File: src/rtl/lc3b_mem_unit.sv
// LC-3b memory access unit: sequenced word/byte load/store with lane enables and byte-load extension.
// Optional ACCESS-phase timeout abort is compiled in when MEM_UNIT_TIMEOUT_EN is defined.
module lc3b_mem_unit #(
  parameter int WIDTH          = 16,
  parameter int ADDR_WIDTH     = 16,
  parameter int TIMEOUT_CYCLES = 255
) (
  input  logic                  clk,
  input  logic                  rst_n,
  input  logic                  req,
  input  logic                  we,
  input  logic                  byte_access,
  input  logic                  sext,
  input  logic [ADDR_WIDTH-1:0] addr,
  input  logic [WIDTH-1:0]      wdata,
  output logic [WIDTH-1:0]      rdata,
  output logic                  busy,
  output logic                  done,
  output logic                  err,
  output logic                  mem_read,
  output logic                  mem_write,
  output logic [WIDTH/8-1:0]    mem_byte_enable,
  output logic [ADDR_WIDTH-1:0] mem_address,
  output logic [WIDTH-1:0]      mem_wdata,
  input  logic [WIDTH-1:0]      mem_rdata,
  input  logic                  mem_resp
);
  localparam int NB = WIDTH / 8;
  localparam int LB = $clog2(NB);

  if ((WIDTH != 16 && WIDTH != 32) || TIMEOUT_CYCLES < 1) begin : g_param_check
    $error("lc3b_mem_unit: WIDTH must be 16 or 32 and TIMEOUT_CYCLES >= 1");
  end

  typedef enum logic [1:0] {IDLE, ACCESS, DONE} state_t;

  state_t         state, state_next;
  logic           we_q, byte_q, sext_q;
  logic [LB-1:0]  lane_q;
  logic [NB-1:0]  be_q;
  logic           resp_ok;

  function automatic logic [7:0] pick_lane(input logic [WIDTH-1:0] d, input logic [LB-1:0] l);
    return d[{l, 3'b000} +: 8];
  endfunction

  function automatic logic [WIDTH-1:0] extend_byte(input logic [7:0] b, input logic s);
    return {{(WIDTH-8){s & b[7]}}, b};
  endfunction

`ifdef MEM_UNIT_TIMEOUT_EN
  localparam int TW = $clog2(TIMEOUT_CYCLES + 1);
  logic [TW-1:0] timer;
  logic          timeout;
  logic          err_q;

  // A response on the last counted edge takes priority over the abort.
  assign timeout = (state == ACCESS) && !mem_resp && (timer == TW'(TIMEOUT_CYCLES - 1));

  always_ff @(posedge clk or negedge rst_n) begin
    if (!rst_n) begin
      timer <= '0;
      err_q <= 1'b0;
    end else begin
      if (state != ACCESS) timer <= '0;
      else                 timer <= timer + TW'(1);
      if (state == ACCESS) err_q <= timeout;
    end
  end

  assign err = (state == DONE) && err_q;
`else
  assign err = 1'b0;
`endif

  always_ff @(posedge clk or negedge rst_n) begin
    if (!rst_n) state <= IDLE;
    else        state <= state_next;
  end

  always_comb begin
    state_next      = state;
    resp_ok         = 1'b0;
    busy            = 1'b0;
    done            = 1'b0;
    mem_read        = 1'b0;
    mem_write       = 1'b0;
    mem_byte_enable = '0;
    case (state)
      IDLE: begin
        if (req) state_next = ACCESS;
      end
      ACCESS: begin
        busy            = 1'b1;
        mem_read        = !we_q;
        mem_write       = we_q;
        mem_byte_enable = be_q;
        if (mem_resp) begin
          resp_ok    = 1'b1;
          state_next = DONE;
        end
`ifdef MEM_UNIT_TIMEOUT_EN
        if (timeout) state_next = DONE;
`endif
      end
      DONE: begin
        busy       = 1'b1;
        done       = 1'b1;
        state_next = IDLE;
      end
      default: state_next = IDLE;
    endcase
  end

  // Request latch (IDLE) and load capture (ACCESS response edge)
  always_ff @(posedge clk or negedge rst_n) begin
    if (!rst_n) begin
      we_q        <= 1'b0;
      byte_q      <= 1'b0;
      sext_q      <= 1'b0;
      lane_q      <= '0;
      be_q        <= '0;
      mem_address <= '0;
      mem_wdata   <= '0;
      rdata       <= '0;
    end else begin
      if (state == IDLE && req) begin
        we_q   <= we;
        byte_q <= byte_access;
        sext_q <= sext;
        lane_q <= addr[LB-1:0];
        if (byte_access) begin
          mem_address <= addr;
          mem_wdata   <= {NB{wdata[7:0]}};
          be_q        <= we ? (NB'(1) << addr[LB-1:0]) : '1;
        end else begin
          mem_address <= {addr[ADDR_WIDTH-1:LB], {LB{1'b0}}};
          mem_wdata   <= wdata;
          be_q        <= '1;
        end
      end
      if (resp_ok && !we_q)
        rdata <= byte_q ? extend_byte(pick_lane(mem_rdata, lane_q), sext_q) : mem_rdata;
    end
  end

endmodule

File: config.mk
export PLATFORM = sky130hd
export DESIGN_NAME = lc3b_mem_unit
export DESIGN_NICKNAME = d
export VERILOG_FILES = /design/src/rtl/lc3b_mem_unit.sv
export SDC_FILE = /design/constraint.sdc
export NUM_CORES = 1
export LEC_CHECK = 0
export ABC_AREA = 1
export CORE_MARGIN = 1
export CORE_UTILIZATION = 42
export DETAILED_ROUTE_END_ITERATION = 12
export PLACE_DENSITY = 0.77
export SYNTH_ARGS = -nofsm -noshare
export SYNTH_HDL_FRONTEND = slang
export SYNTH_SLANG_ARGS = --single-unit
File: constraint.sdc
create_clock -name clk -period 1.65 [get_ports clk]
set_input_delay 0.33 -clock clk [delete_from_list [all_inputs] [get_ports clk]]
set_output_delay 0.33 -clock clk [all_outputs]
set_load 0.02 [all_outputs]
Word level (Yosys, flattened, before mapping). Index checks and enable logic that the tools add are counted.

Eq/ne operators: 4. Multiplexer cells: 15. Bitwise operators: 1. Magnitude comparators: 0. Multipliers: 0. Divide/modulo/power cells: 0. Reductions and logical operators: 6. Shift-type cells: 2. Add/subtract/negate cells: 0.

Operator list (number): $mux 16 (2); $shiftx 16x5->8 (1); $mux 2 (5); $mux 1 (7); $ne 2x2->1 const B (2); $pmux 2 s2 (1); $eq 2x1->1 const B (1); $eq 2x2->1 const B (1); $logic_and 1x1->1 (2); $logic_not 2->1 (1); $reduce_and 2->1 (1); $reduce_or 2->1 (1); $shl 1x1->2 const A (1); $and 1x1->1 (1); $logic_not 1->1 (1).

Memory bits (writable): 0. Memories: 0. Register bits after elaboration: 56. Logic and storage cells: 37. Latch bits: 0. Bits in read-only memories: 0.

Longest topological paths before layout.
Depth in word-level cells: 3. Gate-level depth with buffers: 7. Mapped depth without buffers: 7.

Worst setup path after synthesis. OpenSTA, ideal clock, no wires.

Kind: reg-to-output. Start: register state[1]. End: output mem_read. Slack: 0.230 ns. Arrival: 1.090 ns. Cell stages (with the launch flop): 5. Path buffers: 0. Data required time: 1.320 ns. Cells stage by stage: dfrtp_1 -> inv_1 -> ha_1 -> inv_1 -> nor2_1.

Word-level cells in the longest chain between the ends: 2.

Ends and longest elaborated chain: from (decl) (RTL line 37) `state_t state, state_next;`; from (signal assigned) (RTL line 78) `else state <= state_next;`; $eq 2x1->1 (RTL line 89) `case (state)`; $mux 1 (RTL line 89); to (decl) (RTL line 20) `output logic mem_read,`.

Every way passes these cells.

Final worst setup path.
Start: register mem_address[4]. End: output mem_address[4].

RTL lines: from (decl) (RTL line 23) `output logic [ADDR_WIDTH-1:0] mem_address,`; from (signal assigned) (RTL line 133) `mem_address <= addr;`; from (signal assigned) (RTL line 137) `mem_address <= {addr[ADDR_WIDTH-1:LB], {LB{1'b0}}};`.

No word-level cell between the ends.

==> impl_metrics.csv <==
group,metric,value,unit
pwr,p_int,4.25,mW
global_route,grt_usage,0.218,
worst_setup_path,cp-endpoint,"mem_address[4]",
worst_setup_path,path_class,"reg2out",
drt,wl_met3,604,um
yosys,synth_nets,368,
pwr,comb_power_share,0.542,
worst_setup_path,worstPathCellList,"clkdlybuf4s50_1",
sta,setup-tns-final,0,ps
placement,dpl.cell_count,487,
cts,cts_tree,"yes",
floorplanning,die_height,79.3,um
finish,drive_gt1_frac,0.0894,
run,cap_viol_max_count,0,
sta,setup_viol,0,
global_route,overflow,0,
drt,drt_iter0_markers,70,
drt,final_antenna_net_count,0,
worst_setup_path,critPathLaunchType,"flip-flop",
cts,ctsLongestPathBuffers,2,
finish,layout.nets,484,
finish,diodes,0,
worst_setup_path,path_max_fanout,2,
worst_setup_path,path_buf_inv,1,
yosys,yosysWarnings,0,
worst_setup_path,critPathLaunch,"mem_address[4]$_DFFE_PN0P_",
outcome,violations,"hold timing",
pwr,power.density,1820,nW/um^2
placement,port_buffers,108,
global_route,antenna_found_initial,0,
yosys,ys_seq_area_frac,0.559,
finish,final_area,3940,um^2
yosys,postSynthCellCount,308,
sta,fin_worst_skew,10.0,ps
pwr,p_sw_frac,0.407,
drt,dr_wl_met2,3.23,mm
sta,hold-worst-slack,-6.17,ps
sta,post-route-period-util,0.975,
outcome,status,"complete, but fails checks",
drt,first_pass_iters,4,
yosys,synth.distinct_cells,21,
cts,htreeDepth,2,
cts,holdBufCountCts,0,
floorplanning,die_w,79.3,um
drt,routed_wl,6.61,mm
finish,multi_input_area,951,um^2
drt,routedWlPerCell,13.3,um
sta,hold_viol_final,3,
drt,drc,0,
worst_setup_path,required,1320,ps
hold_path,hold_class,"in2async",
worst_setup_path,cp_data_arrival_time,1280,ps
cts,clockRootBuffer,"clkbuf_8",
pwr,pwr-share-clk,0.123,
finish,instances_no_fill,497,
floorplanning,io_pins,110,
worst_setup_path,cp-end-kind,"output port",
floorplanning,fp-row-count,27,
worst_setup_path,reg2reg_slack,180,ps
drt,post_drt_via_cell_ratio,4.74,
drt,vias,2357,
global_route,grt_pass1_wl,10.7,mm
finish,syn2layout_area_growth,57.2,%
sta,fin_crit,1610,ps
floorplanning,die-area,6290,um^2
pwr,vdd_drop_max,0.00101,V
global_route,grt_pass1_vias,2380,
yosys,avgSynthCellArea,8.14,um^2
sta,fmax,622,MHz
pwr,p_leak,2.25,nW
finish,utilization,0.699,
finish,seq_area,1400,um^2
worst_setup_path,slowest_delay,610,ps
pwr,total_power,7.17,mW
placement,dpl_cell_area,3730,um^2
placement,gp_congestion,0.792,
pwr,p_seq_frac,0.335,
sta,drv_slew,0,
worst_setup_path,cp_slowest_cell,"clkdlybuf4s50_1",
worst_setup_path,r2r-start,"state[1]$_DFFE_PN0P_",
global_route,grt_start_max_net_pins,57,
worst_setup_path,cp_top_family,"buffers and inverters",
sta,timing.final.ws_setup,41.4,ps
yosys,syn-cell-area,2510,um^2
pwr,p_sw,2.92,mW
placement,dp_worst_setup_slack,-151,ps
worst_setup_path,rr_worst_depth,7,
cts,worst_skew_pair.late_latency,300,ps
sta,rsz0062_at_grt,"yes",
floorplanning,core_region_area,5640,um^2
placement,dp_hpwl,4.80,mm
worst_setup_path,reg2reg_to,"mem_wdata[13]$_DFFE_PN0P_",
floorplanning,start_util,0.445,
cts,path_clk_slew,100,ps
yosys,yosys_register_bits,56,
cts,cts_sinks,56,
drt,wl_met1,2.74,mm
worst_setup_path,path_depth,1,
cts,cts_buffers,5,
finish,fillers,435,
drt,top_layer_used,"met4",
## area by class of cell
| cell class | count | share of cell area |
|---|---|---|
| Multi-Input combinational cell | 211 | 0.241 |
| Clock buffer | 6 | 0.0184 |
| Sequential cell | 56 | 0.355 |
| Timing Repair Buffer | 123 | 0.327 |
| Clock inverter | 2 | 0.00889 |
| Inverter | 27 | 0.0263 |
| Tap cell | 72 | 0.0228 |
## power groups by stage
stage / Sequential [mW] / Combinational, mW / Clock [mW]
final: 2.40 / 3.88 / 0.885
after global routing: 2.49 / 4.22 / 0.967
after CTS: 2.42 / 3.92 / 0.908
after detailed placement: 2.43 / 3.91 / 0
after global placement: 2.42 / 3.83 / 0
after floorplan: 3.11 / 1.30 / 0
## cell usage after synthesis
cell / number / area [um^2]
inv_1: 26 / 97.6
nand2_1: 121 / 454
or2_2: 1 / 6.26
o211ai_1: 7 / 52.6
buf_1: 2 / 7.51
o21ai_0: 5 / 25.0
conb_1: 1 / 3.75
a21oi_1: 26 / 130
clkbuf_1: 2 / 7.51
nand3_1: 3 / 15.0
nor2_4: 1 / 11.3
nor2_1: 38 / 143
buf_4: 1 / 7.51
buf_2: 7 / 35.0
ha_1: 5 / 62.6
buf_6: 2 / 22.5
nand2_2: 1 / 6.26
dfrtp_1: 56 / 1400
nor3_1: 1 / 5.00
inv_2: 1 / 3.75
nand3b_2: 1 / 11.3
## layout by cell type, fill, tap and decap left out, types with 2 or more instances in the layout
master / n
buf_2: 5
nand2_1: 121
nor2_1: 38
inv_2: 2
clkbuf_8: 5
buf_4: 12
a21oi_1: 26
clkdlybuf4s50_1: 69
nand3_1: 3
o211ai_1: 7
dfrtp_1: 56
inv_1: 24
buf_12: 3
dlymetal6s2s_1: 32
ha_1: 3
o21ai_0: 5
ha_4: 2
## how the worst min path moves through the flow
stage	end	cells past startpoint
floorplan	be_q[0]$_DFFE_PN0P_	0
global placement	rdata[9]$_DFFE_PN0P_	2
detailed placement	rdata[10]$_DFFE_PN0P_	2
CTS	rdata[10]$_DFFE_PN0P_	2
global route	rdata[10]$_DFFE_PN0P_	2
finish	rdata[9]$_DFFE_PN0P_	2
## layer usage
metal	track usage	vias up
met5	0	-
met4	0.0436	0
met3	0.0920	4
met2	0.373	90
met1	0.255	1091
li1	-	1172
## flip-flops by register name, indices dropped and copies added, names as in the netlist
| register | count |
|---|---|
| rdata | 16 |
| lane_q | 1 |
| we_q | 1 |
| sext_q | 1 |
| be_q | 2 |
| byte_q | 1 |
| mem_wdata | 16 |
| mem_address | 16 |
| state | 2 |
## kinds of logic after synthesis
group | after synthesis | share of synthesized area
AO/OA/AOI/OAI | 38 | 0.0828
AND/OR/NAND/NOR | 167 | 0.260
other | 1 | 0.00149
buffers and inverters | 41 | 0.0723
adder cells (fa/ha/maj) | 5 | 0.0249
flip-flops | 56 | 0.559
## worst register-to-register path: cells and delay by family, from the launching register on
family	cells	cell delay, ps
AO/OA/AOI/OAI	2	220
adder cells (fa/ha/maj)	1	150
buffers and inverters	3	480
flip-flops	1	370
AND/OR/NAND/NOR	1	180
## what timing repair did
action / CTS / global route
endpoints found under the setup margin: 6 / 37
cloned: 0 / 0
gates resized for setup: 24 / 39
pin swaps: 0 / 0
setup buffers: 2 / 0
Note: power is estimated with default switching activity, not from simulation.
